[src/rtl/seq_alu.sv]
// seq_alu: registered W-bit ALU with a valid/ready handshake, a persistent
// carry register for multi-word arithmetic, optional signed saturation, and
// iterative unsigned multiply / restoring divide.
module seq_alu #(
    parameter int W   = 8,
    parameter bit SAT = 1'b1
) (
    input  logic         clk,
    input  logic         reset,
    input  logic         in_valid,
    output logic         in_ready,
    input  logic [4:0]   alu_op,
    input  logic [W-1:0] in_a,
    input  logic [W-1:0] in_b,
    input  logic         cin_sel,
    output logic         out_valid,
    input  logic         out_ready,
    output logic [W-1:0] rslt,
    output logic [W-1:0] rslt_hi,
    output logic         carry_out,
    output logic         ovf,
    output logic         branch_flag,
    output logic         div0
);

    localparam logic [4:0] OP_AND  = 5'b00000;
    localparam logic [4:0] OP_XOR  = 5'b00001;
    localparam logic [4:0] OP_OR   = 5'b00010;
    localparam logic [4:0] OP_SHL  = 5'b00011;
    localparam logic [4:0] OP_SHR  = 5'b00100;
    localparam logic [4:0] OP_SADD = 5'b00101;
    localparam logic [4:0] OP_SSUB = 5'b00110;
    localparam logic [4:0] OP_LTU  = 5'b00111;
    localparam logic [4:0] OP_GTU  = 5'b01000;
    localparam logic [4:0] OP_EQ   = 5'b01001;
    localparam logic [4:0] OP_SUBU = 5'b01010;
    localparam logic [4:0] OP_LTS  = 5'b01011;
    localparam logic [4:0] OP_GTS  = 5'b01100;
    localparam logic [4:0] OP_ADDU = 5'b01101;
    localparam logic [4:0] OP_MUL  = 5'b01110;
    localparam logic [4:0] OP_DIVU = 5'b01111;

    localparam int            CW   = $clog2(W);
    localparam logic [CW-1:0] LAST = CW'(W - 1);

    localparam logic [W-1:0] SAT_MAX = {1'b0, {(W-1){1'b1}}};
    localparam logic [W-1:0] SAT_MIN = {1'b1, {(W-1){1'b0}}};

    typedef enum logic {IDLE, BUSY} state_t;

    // One completed result as it lands in the output registers.
    typedef struct packed {
        logic [W-1:0] lo;
        logic [W-1:0] hi;
        logic         c;
        logic         v;
        logic         br;
        logic         dz;
    } res_t;

    state_t        state_q, state_d;
    logic [CW-1:0] cnt_q;
    logic          carry_q;
    logic          is_mul_q;
    logic [W-1:0]  b_q, hi_q, lo_q;

    logic          cin, accept, needs_iter, sets_carry;
    logic          load_sc, start, finish;
    res_t          sc;
    logic [W:0]    add_w, sub_w;
    logic [W-1:0]  sadd, ssub;
    logic          sadd_v, ssub_v;
    logic [W:0]    mul_sum, div_shift, div_trial;
    logic [W-1:0]  hi_n, lo_n;

    assign in_ready   = (state_q == IDLE) && (!out_valid || out_ready);
    assign accept     = in_valid && in_ready;
    assign cin        = cin_sel & carry_q;
    assign needs_iter = (alu_op == OP_MUL) || ((alu_op == OP_DIVU) && (in_b != '0));
    assign sets_carry = (alu_op == OP_SHL) || (alu_op == OP_SHR) ||
                        (alu_op == OP_SUBU) || (alu_op == OP_ADDU);

    assign add_w  = {1'b0, in_a} + {1'b0, in_b} + {{W{1'b0}}, cin};
    assign sub_w  = {1'b0, in_a} - {1'b0, in_b} - {{W{1'b0}}, cin};
    assign sadd   = in_a + in_b;
    assign ssub   = in_a - in_b;
    // Signed overflow: result sign disagrees with what the operand signs allow.
    assign sadd_v = (in_a[W-1] == in_b[W-1]) && (sadd[W-1] != in_a[W-1]);
    assign ssub_v = (in_a[W-1] != in_b[W-1]) && (ssub[W-1] != in_a[W-1]);

    // Single-cycle result, computed straight from the request operands.
    always_comb begin
        sc    = '0;
        sc.lo = in_a;
        case (alu_op)
            OP_AND:  sc.lo = in_a & in_b;
            OP_XOR:  sc.lo = in_a ^ in_b;
            OP_OR:   sc.lo = in_a | in_b;
            OP_SHL: begin
                sc.lo = {in_a[W-2:0], cin};
                sc.c  = in_a[W-1];
            end
            OP_SHR: begin
                sc.lo = {1'b0, in_a[W-1:1]};
                sc.c  = in_a[0];
            end
            OP_SADD: begin
                sc.v  = sadd_v;
                sc.c  = sadd_v;
                sc.lo = (SAT && sadd_v) ? (in_a[W-1] ? SAT_MIN : SAT_MAX) : sadd;
            end
            OP_SSUB: begin
                sc.v  = ssub_v;
                sc.c  = ssub_v;
                sc.lo = (SAT && ssub_v) ? (in_a[W-1] ? SAT_MIN : SAT_MAX) : ssub;
            end
            OP_LTU: begin
                sc.lo = '0;
                sc.br = in_a < in_b;
            end
            OP_GTU: begin
                sc.lo = '0;
                sc.br = in_a > in_b;
            end
            OP_EQ: begin
                sc.lo = '0;
                sc.br = in_a == in_b;
            end
            OP_LTS: begin
                sc.lo = '0;
                sc.br = $signed(in_a) < $signed(in_b);
            end
            OP_GTS: begin
                sc.lo = '0;
                sc.br = $signed(in_a) > $signed(in_b);
            end
            OP_SUBU: begin
                sc.lo = sub_w[W-1:0];
                sc.c  = sub_w[W];
            end
            OP_ADDU: begin
                sc.lo = add_w[W-1:0];
                sc.c  = add_w[W];
            end
            // Only the divide-by-zero case of DIVU takes the single-cycle path.
            OP_DIVU: begin
                sc.lo = '1;
                sc.hi = in_a;
                sc.dz = 1'b1;
            end
            default: sc.lo = in_a;
        endcase
    end

    // One shift-add or restoring-divide step on the {hi_q, lo_q} pair.
    always_comb begin
        hi_n      = hi_q;
        lo_n      = lo_q;
        mul_sum   = {1'b0, hi_q} + (lo_q[0] ? {1'b0, b_q} : '0);
        div_shift = {hi_q, lo_q[W-1]};
        div_trial = div_shift - {1'b0, b_q};
        if (is_mul_q) begin
            hi_n = mul_sum[W:1];
            lo_n = {mul_sum[0], lo_q[W-1:1]};
        end else if (!div_trial[W]) begin
            hi_n = div_trial[W-1:0];
            lo_n = {lo_q[W-2:0], 1'b1};
        end else begin
            hi_n = div_shift[W-1:0];
            lo_n = {lo_q[W-2:0], 1'b0};
        end
    end

    // FSM state register.
    always_ff @(posedge clk or negedge reset) begin
        if (!reset) state_q <= IDLE;
        else        state_q <= state_d;
    end

    // Next state and the load/start/finish strobes.
    always_comb begin
        state_d = state_q;
        load_sc = 1'b0;
        start   = 1'b0;
        finish  = 1'b0;
        case (state_q)
            IDLE: begin
                if (accept) begin
                    if (needs_iter) begin
                        start   = 1'b1;
                        state_d = BUSY;
                    end else begin
                        load_sc = 1'b1;
                    end
                end
            end
            BUSY: begin
                if (cnt_q == LAST) begin
                    finish  = 1'b1;
                    state_d = IDLE;
                end
            end
            default: state_d = IDLE;
        endcase
    end

    // Iteration datapath: latch operands at start, step once per BUSY cycle.
    always_ff @(posedge clk or negedge reset) begin
        if (!reset) begin
            cnt_q    <= '0;
            is_mul_q <= 1'b0;
            b_q      <= '0;
            hi_q     <= '0;
            lo_q     <= '0;
        end else if (start) begin
            cnt_q    <= '0;
            is_mul_q <= (alu_op == OP_MUL);
            b_q      <= in_b;
            hi_q     <= '0;
            lo_q     <= in_a;
        end else if (state_q == BUSY) begin
            hi_q  <= hi_n;
            lo_q  <= lo_n;
            cnt_q <= finish ? '0 : cnt_q + 1'b1;
        end
    end

    // Carry register: written only when a carry-producing op completes.
    always_ff @(posedge clk or negedge reset) begin
        if (!reset)                    carry_q <= 1'b0;
        else if (load_sc && sets_carry) carry_q <= sc.c;
    end

    // Output slot: load on completion, hold under backpressure, drop on take.
    always_ff @(posedge clk or negedge reset) begin
        if (!reset) begin
            out_valid   <= 1'b0;
            rslt        <= '0;
            rslt_hi     <= '0;
            carry_out   <= 1'b0;
            ovf         <= 1'b0;
            branch_flag <= 1'b0;
            div0        <= 1'b0;
        end else if (load_sc) begin
            out_valid   <= 1'b1;
            rslt        <= sc.lo;
            rslt_hi     <= sc.hi;
            carry_out   <= sc.c;
            ovf         <= sc.v;
            branch_flag <= sc.br;
            div0        <= sc.dz;
        end else if (finish) begin
            out_valid   <= 1'b1;
            rslt        <= lo_n;
            rslt_hi     <= hi_n;
            carry_out   <= 1'b0;
            ovf         <= 1'b0;
            branch_flag <= 1'b0;
            div0        <= 1'b0;
        end else if (out_valid && out_ready) begin
            out_valid   <= 1'b0;
        end
    end

endmodule

[config.mk]
export PLATFORM = sky130hd
export DESIGN_NAME = seq_alu
export DESIGN_NICKNAME = d
export VERILOG_FILES = /design/src/rtl/seq_alu.sv
export SDC_FILE = /design/constraint.sdc
export NUM_CORES = 1
export LEC_CHECK = 0
export BUFFER_PORTS_ARGS = -buffer_cell sky130_fd_sc_hd__buf_2
export CAP_MARGIN = 20
export CORE_MARGIN = 2
export CORE_UTILIZATION = 66
export DETAILED_ROUTE_END_ITERATION = 8
export HOLD_SLACK_MARGIN = 0.02
export PLACE_DENSITY = 0.85
export SLEW_MARGIN = 20
export SYNTH_ARGS = -nofsm -noshare
export SYNTH_HDL_FRONTEND = slang
export SYNTH_SLANG_ARGS = --single-unit
[constraint.sdc]
create_clock -name clk -period 4.2 [get_ports clk]
set_input_delay 1.05 -clock clk [delete_from_list [all_inputs] [get_ports clk]]
set_output_delay 1.05 -clock clk [all_outputs]
set_load 0.02 [all_outputs]
## Word-level counts from Yosys, hierarchy flattened

Cells that the tools add are included.

| storage, ports and cells | value |
|---|---|
| input port bits | 26 |
| logic and storage cells | 115 |
| register bits after elaboration | 51 |

| cells by class | value |
|---|---|
| reductions and logical operators | 19 |
| add/subtract/negate cells | 9 |
| bitwise operators | 5 |
| magnitude comparators | 4 |
| mux-type cells | 43 |
| eq/ne operators | 21 |

Operators by type and width:

| operator | number |
|---|---|
| 2-to-1 mux 8 bit | 16 |
| one-hot mux 8 bit (11 select lines) | 1 |
| equality test 5 x 4 -> 1 bit (second input constant) | 8 |
| equality test 5 x 3 -> 1 bit (second input constant) | 4 |
| 2-to-1 mux 1 bit | 19 |
| adder 8 x 8 -> 9 bit | 2 |
| > comparator 8 bit | 2 |
| less-than comparator 8 bit | 2 |
| equality test 5 x 2 -> 1 bit (second input constant) | 2 |
| adder 9 x 1 -> 9 bit | 1 |
| 2-to-1 mux 3 bit | 3 |
| subtractor 8 x 8 -> 9 bit | 1 |
| subtractor 9 x 1 -> 9 bit | 1 |
| subtractor 9 x 8 -> 9 bit | 1 |
| adder 8 bit | 1 |
| bitwise AND 8 bit | 1 |
| equality test 8 bit | 1 |
| OR 8 bit | 1 |
| nonzero test 8 bit | 1 |
| subtractor 8 bit | 1 |
| XOR 8 bit | 1 |
| logical AND 1 bit | 7 |
| one-hot mux 1 bit (6 select lines) | 1 |
| equality test 5 x 1 -> 1 bit (second input constant) | 1 |
| 14 further kinds | 22 |

## Logic depth before layout (Yosys ltp)

| depth | value |
|---|---|
| word-level depth | 7 |
| mapped depth | 14 |

## Worst setup path before layout

Ideal clock, no wire load.

| timing path | value |
|---|---|
| path kind | input port to flip-flop |
| start | input in_b[1] |
| end | register rslt[1] |
| cell stages on the path | 14 |
| required time | 4058 ps |
| path slack | 114 ps |
| library setup time | 142 ps |
| arrival time | 3944 ps |
| path buffers | 1 |
| path through | inv_1 ha_1 o21ba_2 o311ai_0 a21oi_1 o2bb2ai_1 fa_1 clkbuf_1 nand3_1 a21oi_1 o22ai_1 or3_1 nor3_1 a221oi_1 |

| between the ends | value |
|---|---|
| longest elaborated chain between the ends | 7 |
| elaborated cells between the ends (all ways) | 24 |
| those cells by class | add/sub (6); eq/ne (2); mux (7); bitwise (3); reduce/logical (6) |

RTL lines:

| what | RTL line | text |
|---|---|---|
| start, declared | 14 | `input logic [W-1:0] in_b,` |
| parallel branches: the longest is 7 deep, another holds adder 8 x 8 -> 9 bit | -- |  |
| end signal, assigned | 246 | `rslt <= sc.lo;` |
| end signal, assigned | 254 | `rslt <= lo_n;` |
| end, declared | 18 | `output logic [W-1:0] rslt,` |

Several ways; the timed one is not identified.
A chain may end at the register's enable or synchronous reset.

## Final worst setup path

Ends and elaborated chain as after synthesis.

==> reports/metrics.cfg <==
[logic_synthesis]
mappedNetlistArea_sq_mm=0.00554
synth_edf_count=0
syn_inst=695
synth_xor_area_share_pct=4.72
async_flop_share_pct=100
synth_top_area_share_pct=23.0
synth_top_family_by_area=compound AO/OA/AOI/OAI gates
yosysSeqAreaShare_pct=23.0
synth_compound_area_share_pct=27.2
syn_nets=786
ys.flop_type=dfrtp_1
avgSynthCellArea_sq_um=7.97
synth_cell_types=70
yosysTopAreaCell=dfrtp_1
synthTopCellsByArea=dfrtp_1 (23%), ha_1 (13%), o21ai_0 (5.5%), nand2_1 (4.3%), a21oi_1 (4.1%)
yosys.area_share.simple_pct=18.6
synthAdderAreaFrac_pct=15.9
yosysWarnings=0
muxShareOfSynthArea_pct=4.29
synth-seq-cells=51

[worst_setup_path]
endpoint_kind=flop
path_class=in2reg
path_cells=buf_2 > inv_1 > ha_1 > o21ba_2 > o311ai_0 > buf_4 > a21oi_1 > o2bb2ai_1 > fa_1 > nor3_1 > buf_4 > a21oi_1 > o22ai_1 > or3_1 > nor3_1 > a221oi_1
cp_top_family=compound AO/OA/AOI/OAI gates
start_kind=primary input
cp_max_fo=5
worst_path_largest_cell_delay_ns=0.56
cp.required_ns=4.35
path_buf_inv=4
slowest_stage=fa_1
cp.arrival_ns=4.07

[layout]
layout.nets=850
final_layout_size_suffix_gt1_share_pct=16.1
mostFrequentLayoutCell=nand2_1
mostFrequentLayoutCells=nand2_1 (64), o21ai_0 (61), ha_1 (56)
area_growth_pct=12.3
antenna_cells=0

[clock_tree]
cts_hold_buf=0
post_cts_resized=0
clock_sinks=51
h-tree-depth=2
clkSlewWorstSetupHoldPaths_ns=0.10
cts_made_buffers=5
clock-root-buffer=clkbuf_8
cts_tree=done
clock_path_buffers=2
post_cts_buffers=0
clk_latency_ns=0.31

[detailed_routing]
ant_nets=0
vias_per_cell=6.86
drt_iter0_markers=555
post_drt_wl_per_cell_microns=22.9
drc_errors=0
wl_mm=19.8
firstDrtPassIters=5
vias=5933

[die]
dieArea_sq_mm=0.00914
start_util_pct=67.7
fp.dieH_microns=95.6
ios=48
num_rows=33
fp.coreArea_sq_mm=0.00818
fp.dieW_microns=95.6

[global_routing]
grt_max_degree=28
grt_pass1_wl_mm=30.3
grt_overflow=0
grt_pass1_vias=5627
grt_usage_pct=44.2
antenna_found_initial=0

[sta]
final.setup.tns_ns=0
finalSetupViolCount=0
finalCritPeriodShare_pct=93.3
worst_slack_ns=0.281
rsz0062_at_grt=no
worst_pin_slew_ns=0.842
drv_slew=0
layout_min_cycle_time_ns=3.92
slew_headroom_pct=43.6
hold_viol_final=0
finalClockSkew_ns=0.0121
fmax_ghz=0.255

[power_and_ir_drop]
ir_drop_uv=300
power.leakage_nw=2.90
power_density_mw_per_mm2=592

[outcome]
status=complete, no violations

[placed_design]
gp_congestion=1.07
numPortBuffers=47
dp_hpwl_mm=15.3
pre_cts_slack_ns=0.0404

[hold_path]
hold_path_class=reg2reg

[run]
drv_cap=0

flip-flops by register name, summed over array words and instances (netlist names):
| register | flops |
|---|---|
| rslt | 8 |
| rslt_hi | 8 |
| b_q | 8 |
| carry_q | 1 |
| branch_flag | 1 |
| lo_q | 8 |
| hi_q | 8 |
| ovf | 1 |
| is_mul_q | 1 |
| div0 | 1 |
| state_q | 1 |
| out_valid | 1 |
| cnt_q | 3 |
| carry_out | 1 |
layer usage:
layer  GRT usage, %  vias up  wire (microns)  share of wire [%]
li1               -     2655               -                  -
met1           54.3     2764            7230                 36
met5              0        -               0                  0
met2           74.2      419            9340                 47
met3           7.11       95            2120                 11
met4           23.5        0            1140                5.8
worst paths after layout:
check | from | to | slack [ns] | cells after the start
min in group asynchronous | reset | b_q[1] | 0.75 | 1
worst min register to register | div0 | div0 | 0.52 | 1
worst max register to register | lo_q[7] | rslt_hi[6] | 0.84 | 10
worst min-delay path | div0 | div0 | 0.52 | 1
max in group asynchronous | reset | cnt_q[0] | 2.69 | 2
worst max-delay path | in_b[1] | rslt[1] | 0.28 | 16
cell type report:
type                       instances  area (sq um)
sequential                        51          1280
inverter                          47           176
clock buffer                       5          68.8
clock inverter                     3          67.6
tap                              105           131
timing repair buffer              93           581
multi-input combinational        561          3920
fill                             617          1960
report_power, final:
| part | internal [mW] | leakage (nW) | total (mW) | switching (mW) |
|---|---|---|---|---|
| Clock | 0.238 | 0.0644 | 0.416 | 0.178 |
| Sequential | 0.714 | 0.622 | 0.927 | 0.213 |
| Combinational | 0.955 | 2.21 | 2.34 | 1.38 |
cells by family (layout without fill, tap and decap cells):
logic type | after synthesis | in the layout
AOI/OAI and AO/OA | 232 | 232
xor gates and xnor gates | 29 | 29
adders and majority gates | 65 | 65
buffers and inverters | 83 | 148
DFF | 51 | 51
muxes | 23 | 23
and+or+nand+nor | 212 | 212
cell usage after synthesis, drive strengths merged, types with 8 or more instances:
library cell and instances:
a211oi 16, a21o 13, a21oi 46, a31oi 17, and2 11, buf 17, clkbuf 19, dfrtp 51
fa 9, ha 56, inv 46, mux2i 17, nand2 64, nand2b 13, nand3 16, nor2 51
nor3 18, o211ai 8, o21ai 63, o22ai 8, xnor2 19, xor2 10
through the flow:
step | power [mW] | instance area (sq um) | cells | hold slack (ns) | util (%)
6_report | 3.68 | 6220 | 865 | 0.519 | 76.1
5_1_grt | 3.93 | 6220 | 865 | 0.513 | 76.1
4_1_cts | 3.62 | 6220 | 865 | 0.510 | 76.1
3_5_place_dp | 3.19 | 6080 | 857 | 0.488 | 74.4
3_3_place_gp | 3.06 | 6080 | 857 | 0.462 | 74.4
2_1_floorplan | 2.54 | 5540 | 695 | 0.470 | -
(Power assumes the default switching activity.)
